===== src/rtl/qrd_pkg.sv =====
// Shared defaults for the output deskew block: lane count, lane word width,
// FIFO depth and the lane word type.
package qrd_pkg;

    localparam int DEF_LANES       = 4;
    localparam int DEF_DATA_LENGTH = 8;
    localparam int DEF_FIFO_DEPTH  = 4;

    typedef logic [DEF_DATA_LENGTH-1:0] lane_word_t;

endpackage : qrd_pkg


===== src/rtl/lane_delay.sv =====
// Fixed-length shift register delaying one lane word by DEPTH cycles.
// With DEPTH=0 the lane passes straight through.
module lane_delay
    import qrd_pkg::*;
#(
    parameter int DEPTH       = 0,
    parameter int DATA_LENGTH = DEF_DATA_LENGTH
)(
    input  logic                   clk,
    input  logic [DATA_LENGTH-1:0] din,
    output logic [DATA_LENGTH-1:0] dout
);

    generate
        if (DEPTH == 0) begin : g_wire
            logic unused_clk_s;
            assign unused_clk_s = clk;
            assign dout         = din;
        end else begin : g_shift
            logic [DATA_LENGTH-1:0] stage_r [DEPTH];

            // Data-only shift chain; stale words are harmless once the valid pipe is cleared.
            always_ff @(posedge clk) begin
                stage_r[0] <= din;
                for (int j = 1; j < DEPTH; j++) begin
                    stage_r[j] <= stage_r[j-1];
                end
            end

            assign dout = stage_r[DEPTH-1];
        end
    endgenerate

endmodule : lane_delay


===== src/rtl/output_deskew.sv =====
// Re-aligns LANES staggered lanes into whole vectors and queues them in a
// small FIFO. Optional pop counter enabled by OUTPUT_DESKEW_CNT_EN.
module output_deskew
    import qrd_pkg::*;
#(
    parameter int LANES       = DEF_LANES,
    parameter int DATA_LENGTH = DEF_DATA_LENGTH,
    parameter int FIFO_DEPTH  = DEF_FIFO_DEPTH
)(
    input  logic                         clk,
    input  logic                         rst_n,
    input  logic                         in_valid,
    input  logic [LANES*DATA_LENGTH-1:0] din,
    input  logic                         out_ready,
    output logic                         out_valid,
    output logic [LANES*DATA_LENGTH-1:0] dout,
    output logic                         overflow
`ifdef OUTPUT_DESKEW_CNT_EN
    ,
    output logic [15:0]                  vec_count
`endif
);

    localparam int W  = LANES * DATA_LENGTH;
    localparam int AW = $clog2(FIFO_DEPTH);

    logic [W-1:0]      aligned_s;
    logic [LANES-2:0]  vld_r;
    logic [W-1:0]      mem_r [FIFO_DEPTH];
    logic [AW-1:0]     wr_ptr_r;
    logic [AW-1:0]     rd_ptr_r;
    logic [AW:0]       cnt_r;
    logic              out_valid_r;
    logic [W-1:0]      dout_r;
    logic              overflow_r;

    logic              wr_s;
    logic              pop_s;
    logic              full_s;
    logic              wr_en_s;
    logic              drop_s;
    logic [AW:0]       cnt_nxt_s;
    logic [AW-1:0]     rd_nxt_s;
    logic [W-1:0]      head_nxt_s;

    // Lane i arrives i cycles late, so it waits LANES-1-i stages to line up with the last lane.
    generate
        for (genvar i = 0; i < LANES; i++) begin : g_lane
            lane_delay #(
                .DEPTH       (LANES - 1 - i),
                .DATA_LENGTH (DATA_LENGTH)
            ) u_lane_delay (
                .clk  (clk),
                .din  (din[i*DATA_LENGTH +: DATA_LENGTH]),
                .dout (aligned_s[i*DATA_LENGTH +: DATA_LENGTH])
            );
        end
    endgenerate

    // Valid pipeline tracking each vector until its last lane has arrived.
    always_ff @(posedge clk) begin
        if (!rst_n) begin
            vld_r <= '0;
        end else begin
            vld_r[0] <= in_valid;
            for (int j = 1; j < LANES - 1; j++) begin
                vld_r[j] <= vld_r[j-1];
            end
        end
    end

    assign wr_s    = vld_r[LANES-2];
    assign pop_s   = out_valid_r && out_ready;
    assign full_s  = (cnt_r == (AW+1)'(FIFO_DEPTH));
    assign wr_en_s = wr_s && (!full_s || pop_s);
    assign drop_s  = wr_s && full_s && !pop_s;

    // Next occupancy and next head word, so out_valid and dout can be registered.
    always_comb begin
        cnt_nxt_s  = cnt_r;
        rd_nxt_s   = rd_ptr_r;
        head_nxt_s = '0;
        if (wr_en_s && !pop_s) begin
            cnt_nxt_s = cnt_r + (AW+1)'(1);
        end else if (!wr_en_s && pop_s) begin
            cnt_nxt_s = cnt_r - (AW+1)'(1);
        end else begin
            cnt_nxt_s = cnt_r;
        end
        if (pop_s) begin
            rd_nxt_s = rd_ptr_r + AW'(1);
        end else begin
            rd_nxt_s = rd_ptr_r;
        end
        // The head slot is only written this edge when the FIFO is empty or drains to one entry.
        if (cnt_nxt_s == '0) begin
            head_nxt_s = '0;
        end else if (wr_en_s && (wr_ptr_r == rd_nxt_s)) begin
            head_nxt_s = aligned_s;
        end else begin
            head_nxt_s = mem_r[rd_nxt_s];
        end
    end

    // FIFO storage, written without reset; pointers and occupancy guard its contents.
    always_ff @(posedge clk) begin
        if (wr_en_s) begin
            mem_r[wr_ptr_r] <= aligned_s;
        end
    end

    // FIFO control state and registered outputs.
    always_ff @(posedge clk) begin
        if (!rst_n) begin
            wr_ptr_r    <= '0;
            rd_ptr_r    <= '0;
            cnt_r       <= '0;
            out_valid_r <= 1'b0;
            dout_r      <= '0;
            overflow_r  <= 1'b0;
        end else begin
            if (wr_en_s) begin
                wr_ptr_r <= wr_ptr_r + AW'(1);
            end
            rd_ptr_r    <= rd_nxt_s;
            cnt_r       <= cnt_nxt_s;
            out_valid_r <= (cnt_nxt_s != '0);
            dout_r      <= head_nxt_s;
            if (drop_s) begin
                overflow_r <= 1'b1;
            end
        end
    end

    assign out_valid = out_valid_r;
    assign dout      = dout_r;
    assign overflow  = overflow_r;

`ifdef OUTPUT_DESKEW_CNT_EN
    logic [15:0] vec_count_r;

    // Saturating count of vectors handed to the consumer.
    always_ff @(posedge clk) begin
        if (!rst_n) begin
            vec_count_r <= 16'h0000;
        end else if (pop_s && (vec_count_r != 16'hFFFF)) begin
            vec_count_r <= vec_count_r + 16'h0001;
        end
    end

    assign vec_count = vec_count_r;
`endif

endmodule : output_deskew


===== config.mk =====
export PLATFORM = sky130hd
export DESIGN_NAME = output_deskew
export DESIGN_NICKNAME = d
export VERILOG_FILES = /design/src/rtl/qrd_pkg.sv /design/src/rtl/lane_delay.sv /design/src/rtl/output_deskew.sv
export SDC_FILE = /design/constraint.sdc
export NUM_CORES = 1
export LEC_CHECK = 0
export CORE_MARGIN = 5
export CORE_UTILIZATION = 55
export CTS_BUF_LIST = sky130_fd_sc_hd__clkbuf_4 sky130_fd_sc_hd__clkbuf_8
export DETAILED_ROUTE_END_ITERATION = 12
export PLACE_DENSITY_LB_ADDON = 0.08
export SETUP_SLACK_MARGIN = 0.4
export SYNTH_ARGS = -nofsm -noshare
export SYNTH_HDL_FRONTEND = slang
export SYNTH_SLANG_ARGS = --single-unit

===== constraint.sdc =====
create_clock -name clk -period 2.57 [get_ports clk]
set_input_delay 0.3855 -clock clk [delete_from_list [all_inputs] [get_ports clk]]
set_output_delay 0.3855 -clock clk [all_outputs]
set_load 0.01 [all_outputs]

# Word-level counts from Yosys, hierarchy flattened
# Memories as Yosys holds them, arrays and structs flattened. A register that Yosys moved wholly into a read port is not among the register bits.
# Index checks and enable logic that the tools add are counted.
dict set report word_totals {
  regBits 12
  n_memories 4
  ramBits 176
}
dict set report classes {
  n_bitwise 1
  reduce_logical 13
  n_eq_ne 1
  add_sub_neg 4
  mux 5
}
# name depth width read_ports rd_ports_with_merged_regs write_ports line_no
set memory_table {}
lappend memory_table {mem_r 4 32 1 1 1 output_deskew.sv:29} ;# logic [W-1:0] mem_r [FIFO_DEPTH];
lappend memory_table {{g_lane[0].u_lane_delay.g_shift.stage_r} 3 8 3 0 3 lane_delay.sv:20} ;# logic [DATA_LENGTH-1:0] stage_r [DEPTH];
lappend memory_table {{g_lane[1].u_lane_delay.g_shift.stage_r} 2 8 2 0 2 lane_delay.sv:20}
lappend memory_table {{g_lane[2].u_lane_delay.g_shift.stage_r} 1 8 1 0 1 lane_delay.sv:20}
# op n
set ops {}
lappend ops {{1-bit logical AND} 6}
lappend ops {{3-bit two-way mux} 2}
lappend ops {{2-bit by 1-bit adder with 2-bit output (second input constant)} 2}
lappend ops {{3-bit by 1-bit adder with 3-bit output (second input constant)} 1}
lappend ops {{3-bit equality test (second input constant)} 1}
lappend ops {{1-bit logical NOT} 3}
lappend ops {{3-bit logical NOT} 1}
lappend ops {{3-bit nonzero test} 1}
lappend ops {{3-bit by 1-bit subtractor with 3-bit output (second input constant)} 1}
lappend ops {{1-bit two-way mux} 2}
lappend ops {{2-bit two-way mux} 1}
lappend ops {{2-bit OR reduction} 1}
lappend ops {{1-bit logical OR} 1}
lappend ops {{1-bit inverter} 1}

# Longest topological paths before layout
# Gate-level depths: netlist of run 1.
dict set report depth {
  ltp_word 10
  depth_mapped 8
  mapped_depth_nobuf 7
}

# Cells and area by module
# Synthesis of run 1 repeated with hierarchy kept, for this count alone.
dict set report unflattened {
  hier_cells 610
  area_unflattened_um2 9004.9
}
# mod area_each_um2 n_inst cells_per_inst seq_area_each_um2
set modules_own_cells {}
lappend modules_own_cells {output_deskew 7863.8 1 538 4724.5}
lappend modules_own_cells {{lane_delay at g_lane[0].u_lane_delay} 540.5 1 32 480.5}
lappend modules_own_cells {{lane_delay at g_lane[1].u_lane_delay} 380.4 1 24 320.3}
lappend modules_own_cells {{lane_delay at g_lane[2].u_lane_delay} 160.2 1 8 160.2}
lappend modules_own_cells {{lane_delay at g_lane[3].u_lane_delay} 60.1 1 8 0.0}

# Least setup slack after synthesis of run 1
# Ideal clock, no wire load.
dict set report synth_timing {
  kind {register to register}
  startpoint {register cnt_r[0]}
  endpoint {memory mem_r[1][0] in the netlist's numbering (enable)}
  setup_time_ns 0.392
  path_buffers 0
  arrival_ns 1.857
  stages_incl_launch_ff 5
  required_ns 2.178
  path_slack_ns 0.321
  period_less_slack_ns 2.249
  cell_sequence {dfxtp_1 > inv_1 > ha_1 > a31oi_1 > and2_1}
}
dict set report synth_between {
  elab_chain_cells 6
}
# element line_no
set synth_lines {}
lappend synth_lines {{start: declaration} output_deskew.sv:32} ;# logic [AW:0] cnt_r;
lappend synth_lines {{start signal: assignment} output_deskew.sv:126} ;# cnt_r <= cnt_nxt_s;
lappend synth_lines {{3-bit equality test} output_deskew.sv:74} ;# assign full_s = (cnt_r == (AW+1)'(FIFO_DEPTH));
lappend synth_lines {{1-bit logical NOT} output_deskew.sv:75} ;# assign wr_en_s = wr_s && (!full_s || pop_s);
lappend synth_lines {{1-bit logical OR} output_deskew.sv:75}
lappend synth_lines {{1-bit logical AND} output_deskew.sv:75}
lappend synth_lines {{1-bit two-way mux} output_deskew.sv:107} ;# if (wr_en_s) begin
lappend synth_lines {{1-bit two-way mux (implied by the code)} output_deskew.sv:108} ;# mem_r[wr_ptr_r] <= aligned_s;
lappend synth_lines {{end: declaration} output_deskew.sv:29}
# No other way between the ends.

# Worst setup path in the final report of run 1
dict set report layout_timing {
  startpoint {register cnt_r[0]}
  endpoint {register dout_r[8], in the netlist dout[8], read port of mem_r}
}
dict set report layout_between {
  elab_chain_cells 10
  word_cells_on_any_way 13
}
# element line_no
set layout_lines {}
lappend layout_lines {{3-bit equality test} output_deskew.sv:74}
lappend layout_lines {{1-bit logical NOT} output_deskew.sv:75}
lappend layout_lines {{1-bit logical OR} output_deskew.sv:75}
lappend layout_lines {{1-bit logical AND} output_deskew.sv:75}
lappend layout_lines {{1-bit logical NOT} output_deskew.sv:85} ;# end else if (!wr_en_s && pop_s) begin
lappend layout_lines {{1-bit logical AND} output_deskew.sv:85}
lappend layout_lines {{3-bit two-way mux} output_deskew.sv:85}
lappend layout_lines {{3-bit two-way mux *} output_deskew.sv:83} ;# if (wr_en_s && !pop_s) begin
lappend layout_lines {{3-bit logical NOT *} output_deskew.sv:96} ;# if (cnt_nxt_s == '0) begin
lappend layout_lines {{2-bit OR reduction (no source line) *} -}
lappend layout_lines {{end: declaration} output_deskew.sv:34} ;# logic [W-1:0] dout_r;
# Mark *: on every way between the ends. The rest lies on a longest branch, timed or not.
# A chain may end at the register's enable or synchronous reset.

==> run metrics, run 1 <==
Power Dens Cells=936 mW/mm2; maximum root-to-sink buffer count=3; FMAX=484 MHz; Worst-Skew Late Latency=510 ps; outcome=completed; Area Overhead vs Synth=22.8%; setup ws final=504 ps; TritonCTS Buffers=35; VDD IR max=0.627 mV; dpl ws=49.6 ps; Final Wtd Congestion=0.782; Post-Syn Instances=608; Final Cell Area=0.0100 mm2; Hold Buf Count CTS=0; Final nets=749; Final Max Tran Viols=0; Detail Placement HPWL=9830 um; port buffer count=69; Clk Tree Root Cell=clkbuf_8; antenna-violating nets left=0; DRC=0; first-pass GRT wire length=27800 um; setup violators final=0; placed inst area=0.00923 mm2; DRT Pass-1 Iters=5; GRT overflow=0; initial core utilization=56.0%; share of layout cells above drive strength 1=17.6%; Startpoint Class=flip-flop; starting DRC count in detailed routing=307; asr flop ratio synth=0%; Synth Register Bits=220; Layout Utilization=68.8%; number of synthesis warnings=0; HP Class=primary input to flip-flop; final WL=17000 um; EDFF count, synth=128; die area=0.0173 mm2; I/O pins=70; P_int=6.81 mW; die span in y=132 um; Die X=132 um; Worst EP required=2950 ps; Fillers=1069; Final period util=80.4%; sequential fraction of design power=44.8%; Avg Inst Size Synth=13.4 um2; H-tree depth=2; # Max-Cap Violations=0; net count after synthesis=651; overall routing resource usage=19.7%; vias per cell=5.77; Sw Share=27.3%; TritonCTS clock tree=done; Worst Path Class, Setup=flip-flop to flip-flop; Clk pwr share=32.1%; Distinct cells, synth=37; commonest non-fill, non-tap cell in the layout=edfxtp_1; measured slew at the worst slew-check pin=537 ps; Mapped Area=0.00815 mm2; Power Total=9.36 mW; register area share after synthesis=69.8%; Sink Count=220; RSZ-0062 raised after global routing=false; Clk pin slew, worst setup/hold paths=60 ps; most frequent cells in the layout=128 x edfxtp_1, 103 x inv_1, 91 x dfxtp_1; setup TNS=0 ps; Hold Path Depth=1; largest net degree at the start of global routing=66; # diodes=0; cell row count=44; leakage power=3.71 nW; initial antenna violation count=0; Fin Clk Skew=21.3 ps; Fin. Hold Viols=0; Crit Path Max Fanout=15; WL/cell=18.5 um; Tmin final=2070 ps; core area=0.0145 mm2; Crit. End Element=flip-flop; arrival time of the worst setup path=2450 ps; via count=5283; Rel. slew slack=64.1%; number of global-route vias before repair=5431; top_reg_cell synth=edfxtp_1; Comb pwr share=23.1%; FF-to-FF path depth=9; Net Sw Power=2.55 mW
metrics by stage:
| step | cells | hold slack (ps) |
|---|---|---|
| 2_1_floorplan | 608 | 310 |
| 3_3_place_gp | 850 | 310 |
| 5_1_grt | 915 | 277 |
| 6_report | 915 | 314 |
| 3_5_place_dp | 850 | 312 |
| 4_1_cts | 915 | 286 |
cell families (layout without fill, tap and decap cells):
logic type	after synthesis	after routing	synth area share [%]
compound gates	173	173	17.3
xor+xnor	4	4	0.430
fa+ha+maj	7	7	1.08
buf+inv	137	260	6.99
flops	220	220	69.8
mux	1	1	0.123
simple gates	66	66	4.30
flip-flops by register name, indices dropped and copies added (netlist names):
signal                               flops
mem_r                                  128
cnt_r                                    3
vld_r                                    3
out_valid                                1
wr_ptr_r                                 2
dout                                    32
overflow                                 1
g_lane.u_lane_delay.g_shift.stage_r     48
rd_ptr_r                                 2
power groups by stage:
| stage | clock, mW | sequential (mW) | combinational [mW] |
|---|---|---|---|
| floorplan | 0 | 4.32 | 1.09 |
| global placement | 0 | 4.26 | 2.02 |
| detailed placement | 0 | 4.26 | 2.08 |
| CTS | 3.09 | 4.20 | 2.16 |
| global route | 3.27 | 4.22 | 2.34 |
| finish | 3.01 | 4.20 | 2.16 |
worst max-delay path, stage by stage, from the launching register on:
cell	delay (ps)
dfxtp_2	380
inv_1	90
ha_1	220
nand2_1	160
nand3_1	140
or3_1	370
a31oi_4	190
buf_12	150
buf_12	170
a211oi_2	60
what timing repair did:
item,4_1_cts,5_1_grt
pin swaps,1,0
endpoints found under the setup margin,29,32
buffers inserted,3,0
resized for setup,0,4
path summary, 6_finish.rpt:
| path | start | endpoint | slack (ps) |
|---|---|---|---|
| worst max-delay path | cnt_r[0] | dout[8] | 500 |
| worst min-delay path | din[16] | g_lane[2].u_lane_delay.g_shift.stage_r[0][0] | 310 |
| worst max register to register | cnt_r[0] | dout[8] | 500 |
| worst min register to register | g_lane[0].u_lane_delay.g_shift.stage_r[0][14] | g_lane[0].u_lane_delay.g_shift.stage_r[0][22] | 320 |
cell usage after synthesis (all sizes together), types with 2 or more instances:
| library cell | number | share of area, % |
|---|---|---|
| edfxtp | 128 | 47 |
| inv | 103 | 4.7 |
| dfxtp | 92 | 23 |
| o221ai | 64 | 6.9 |
| nor3 | 35 | 2.2 |
| a21oi | 33 | 2.0 |
| a211oi | 32 | 4.7 |
| o22ai | 32 | 2.5 |
| buf | 24 | 1.8 |
| and2 | 10 | 0.77 |
| clkbuf | 10 | 0.46 |
| ha | 7 | 1.1 |
| nand2 | 6 | 0.28 |
| nor2 | 5 | 0.23 |
| a31oi | 4 | 0.57 |
| xnor2 | 4 | 0.43 |
| o21ai | 3 | 0.18 |
| and3b | 2 | 0.22 |
| nand3 | 2 | 0.12 |
| or3 | 2 | 0.15 |
metal layers:
| metal | wire (um) | GRT usage (%) | up-vias |
|---|---|---|---|
| met2 | 8180 | 32.7 | 172 |
| met1 | 7390 | 25.4 | 2596 |
| met5 | 0 | 0 | - |
| met4 | 420 | 7.03 | 0 |
| li1 | - | - | 2477 |
| met3 | 977 | 4.89 | 38 |
final cells by class:
class	instances	area, um2	area share, %
clock buffers	51	646	6.45
well taps	184	230	2.30
flip-flops and latches	220	5690	56.8
multi-input cells	251	1930	19.3
repair buffers	95	1050	10.5
clock inverters	11	78.8	0.788
inverters	103	387	3.86
No activity file was read; power rests on OpenSTA's default activity.
==> run 2, diff against run 1 <==
--- a/config.mk
+++ b/config.mk
@@ -6,7 +6,7 @@
 export NUM_CORES = 1
 export LEC_CHECK = 0
 export CORE_MARGIN = 5
-export CORE_UTILIZATION = 55
+export CORE_UTILIZATION = 54
 export CTS_BUF_LIST = sky130_fd_sc_hd__clkbuf_4 sky130_fd_sc_hd__clkbuf_8
 export DETAILED_ROUTE_END_ITERATION = 12
 export PLACE_DENSITY_LB_ADDON = 0.08
==> constraint.sdc (replaced) <==
create_clock -name clk -period 1.7 [get_ports clk]
set_input_delay 0.255 -clock clk [delete_from_list [all_inputs] [get_ports clk]]
set_output_delay 0.255 -clock clk [all_outputs]
set_load 0.01 [all_outputs]
==> run 2 against run 1 <==
  * The flow now finishes with violations (negative setup slack)
  * Maximum frequency up 10%
  * Non-clock buffer count up 59
  * Utilization up 6.4 points
  * Largest power group unchanged
  * Die area up 1.7%
  * Largest cell class unchanged
  * Clock-buffer cell count up 6
==> run metrics, run 2 (synthesis gave the netlist of run 1 again) <==
Die X=133 um (was 132 um); Fillers=938 (was 1069); RSZ-0062 raised after global routing=true (was false); largest reg by FF count=mem_r (unchanged); cell family with most CP delay=compound AO/OA/AOI/OAI gates (was simple AND/OR/NAND/NOR gates); failing checks=negative setup slack; P_int=10.6 mW (was 6.81 mW); GRT overflow=0 (unchanged); Net Sw Power=4.23 mW (was 2.55 mW); sequential fraction of design power=42.6% (was 44.8%); first-pass GRT wire length=31500 um (was 27800 um); Final Cell Area=0.0110 mm2 (was 0.0100 mm2); VDD IR max=0.901 mV (was 0.627 mV); setup TNS=-6820 ps (was 0 ps); Fin Clk Skew=15.5 ps (was 21.3 ps); I/O pins=70 (unchanged); initial core utilization=55.6% (was 56.0%); Final Max Tran Viols=0 (unchanged); antenna-violating nets left=0 (unchanged); Comb pwr share=26.1% (was 23.1%); max FFs per register=128 (unchanged); R2R setup slack=-170 ps (was 500 ps); Worst-Skew Late Latency=520 ps (was 510 ps); Crit. End Element=flip-flop (unchanged); Sink Count=220 (unchanged); dpl cells=876 (was 850); # Max-Cap Violations=0 (unchanged); cell row count=44 (unchanged); Tmin final=1870 ps (was 2070 ps); commonest non-fill, non-tap cell in the layout=edfxtp_1 (unchanged); TritonCTS Buffers=35 (unchanged); Worst Path Class, Setup=flip-flop to flip-flop (unchanged); HP Class=primary input to flip-flop (unchanged); Detail Placement HPWL=10600 um (was 9830 um); leakage power=4.30 nW (was 3.71 nW); Startpoint Class=flip-flop (unchanged); worst path cell trace=inv_4, ha_4, nand2_4, a32oi_2, mux2i_2, a31oi_4, buf_6, buf_16, a211oi_4 (was inv_1, ha_1, nand2_1, nand3_1, or3_1, a31oi_4, buf_12, buf_12, a211oi_2); die span in y=133 um (was 132 um); outcome=complete, but fails checks (was completed); delay of the slowest cell on the worst path=360 ps (was 380 ps); Crit Path Max Fanout=6 (was 15); TritonCTS clock tree=done (unchanged); Final Wtd Congestion=0.734 (was 0.782); CP bufs+invs=3 (unchanged); die area=0.0176 mm2 (was 0.0173 mm2); placed inst area=0.00952 mm2 (was 0.00923 mm2); H-tree depth=2 (unchanged); largest net degree at the start of global routing=66 (unchanged); number of global-route vias before repair=5938 (was 5431); arrival time of the worst setup path=2300 ps (was 2450 ps); setup ws final=-175 ps (was 504 ps); vias per cell=5.74 (was 5.77); overall routing resource usage=22.5% (was 19.7%); Power Dens Cells=1340 mW/mm2 (was 936 mW/mm2); port buffer count=69 (unchanged); starting DRC count in detailed routing=373 (was 307); critical path's slowest cell=dfxtp_4 (was dfxtp_2); Final nets=808 (was 749); setup violators final=97 (was 0); initial antenna violation count=0 (unchanged); core area=0.0146 mm2 (was 0.0145 mm2); # diodes=0 (unchanged); Sw Share=28.6% (was 27.3%); DRC=0 (unchanged); WL/cell=20.1 um (was 18.5 um); Clk Tree Root Cell=clkbuf_8 (unchanged); most frequent cells in the layout=128 x edfxtp_1, 100 x inv_1, 85 x dfxtp_1 (was 128 x edfxtp_1, 103 x inv_1, 91 x dfxtp_1); Clk pwr share=31.3% (was 32.1%); final WL=19600 um (was 17000 um); measured slew at the worst slew-check pin=434 ps (was 537 ps); Worst EP required=2120 ps (was 2950 ps); Finished Layout Cells=975 (was 915); DRT Pass-1 Iters=5 (unchanged); Fin. Hold Viols=0 (unchanged); Final period util=110% (was 80.4%); Rel. slew slack=71.1% (was 64.1%); Hold Buf Count CTS=0 (unchanged); Clk pin slew, worst setup/hold paths=60 ps (about the same); FMAX=533 MHz (was 484 MHz); Area Overhead vs Synth=35.3% (was 22.8%); share of layout cells above drive strength 1=33.1% (was 17.6%); maximum root-to-sink buffer count=3 (unchanged); via count=5599 (was 5283)
[run 2: cell count changes in the layout (fill, tap and decap cells not counted), moves of 5 or more]
cell             change
dfxtp_1              -6
buf_16              +11
buf_8                +6
nor3_2              +14
buf_12              +11
buf_2               +33
nor3_1              -14
clkdlybuf4s50_1     -35
and2_4               +5
clkinv_2             -8
buf_4               +12
buf_6               +19
[run 2: through the flow]
step / total power [mW] / setup slack, ps / util (%) / hold WS (ps)
floorplan: 8.30 / 8.97 / - / 283
global placement: 9.78 / -525 / 65.0 / 310
detailed placement: 9.86 / -604 / 65.0 / 312
CTS: 14.7 / -139 / 74.1 / 160
global route: 15.5 / -277 / 75.3 / 161
finish: 14.8 / -175 / 75.3 / 178
[run 2: final cells by class]
class	count	area, um2	share of cell area (%)
flip-flops and latches	220	5700	51.7
multi-input cells	251	2140	19.4
repair buffers	154	1830	16.6
clock buffers	57	703	6.38
inverters	103	389	3.53
well taps	184	230	2.09
clock inverters	6	32.5	0.295
[run 2: final timing paths]
kind                                                       from                                       endpoint  cells past startpoint
hold / removal                                           din[1]   g_lane[0].u_lane_delay.g_shift.stage_r[0][1]                      1
setup reg to reg                                       cnt_r[0]                                       dout[23]                      9
setup / recovery                                       cnt_r[0]                                       dout[23]                      9
hold reg to reg   g_lane[0].u_lane_delay.g_shift.stage_r[0][10]  g_lane[0].u_lane_delay.g_shift.stage_r[0][18]                      0
[run 2: layer usage]
layer	vias to the layer above	GRT usage [%]	part of all wire, %
li1	2598	-	-
met1	2777	28.1	41
met2	180	39.1	51
met3	44	4.29	5.5
met4	0	8.43	2.3
met5	-	0	0
[run 2: what timing repair did]
action | CTS | global route
hold endpoints to repair | 0 | 0
cloned | 12 | 0
setup endpoints to repair | 199 | 169
setup buffers | 21 | 3
pin swaps | 34 | 11
resized for setup | 188 | 35
[run 2: power by group through the flow]
stage | registers, mW | logic (mW) | clock network, mW
6_report | 6.31 | 3.86 | 4.63
5_1_grt | 6.36 | 4.16 | 4.97
4_1_cts | 6.31 | 3.73 | 4.68
3_5_place_dp | 6.42 | 3.44 | 0
3_3_place_gp | 6.40 | 3.37 | 0
2_1_floorplan | 6.54 | 1.75 | 0
[run 2: worst register-to-register path, delay by kind of cell, from the launching register on]
| kind | cells | cell delay [ps] |
|---|---|---|
| flops | 1 | 360 |
| fa+ha+maj | 1 | 150 |
| mux | 1 | 310 |
| simple gates | 1 | 70 |
| compound gates | 3 | 510 |
| buf+inv | 3 | 370 |
==> run 3, diff against run 2 <==
--- a/config.mk
+++ b/config.mk
@@ -9,6 +9,7 @@
 export CORE_UTILIZATION = 54
 export CTS_BUF_LIST = sky130_fd_sc_hd__clkbuf_4 sky130_fd_sc_hd__clkbuf_8
 export DETAILED_ROUTE_END_ITERATION = 12
+export GPL_ROUTABILITY_DRIVEN = 0
 export PLACE_DENSITY_LB_ADDON = 0.08
 export SETUP_SLACK_MARGIN = 0.4
 export SYNTH_ARGS = -nofsm -noshare
==> results of run 3 <==
The final DEF is identical to that of run 2; final timing and power are the same.
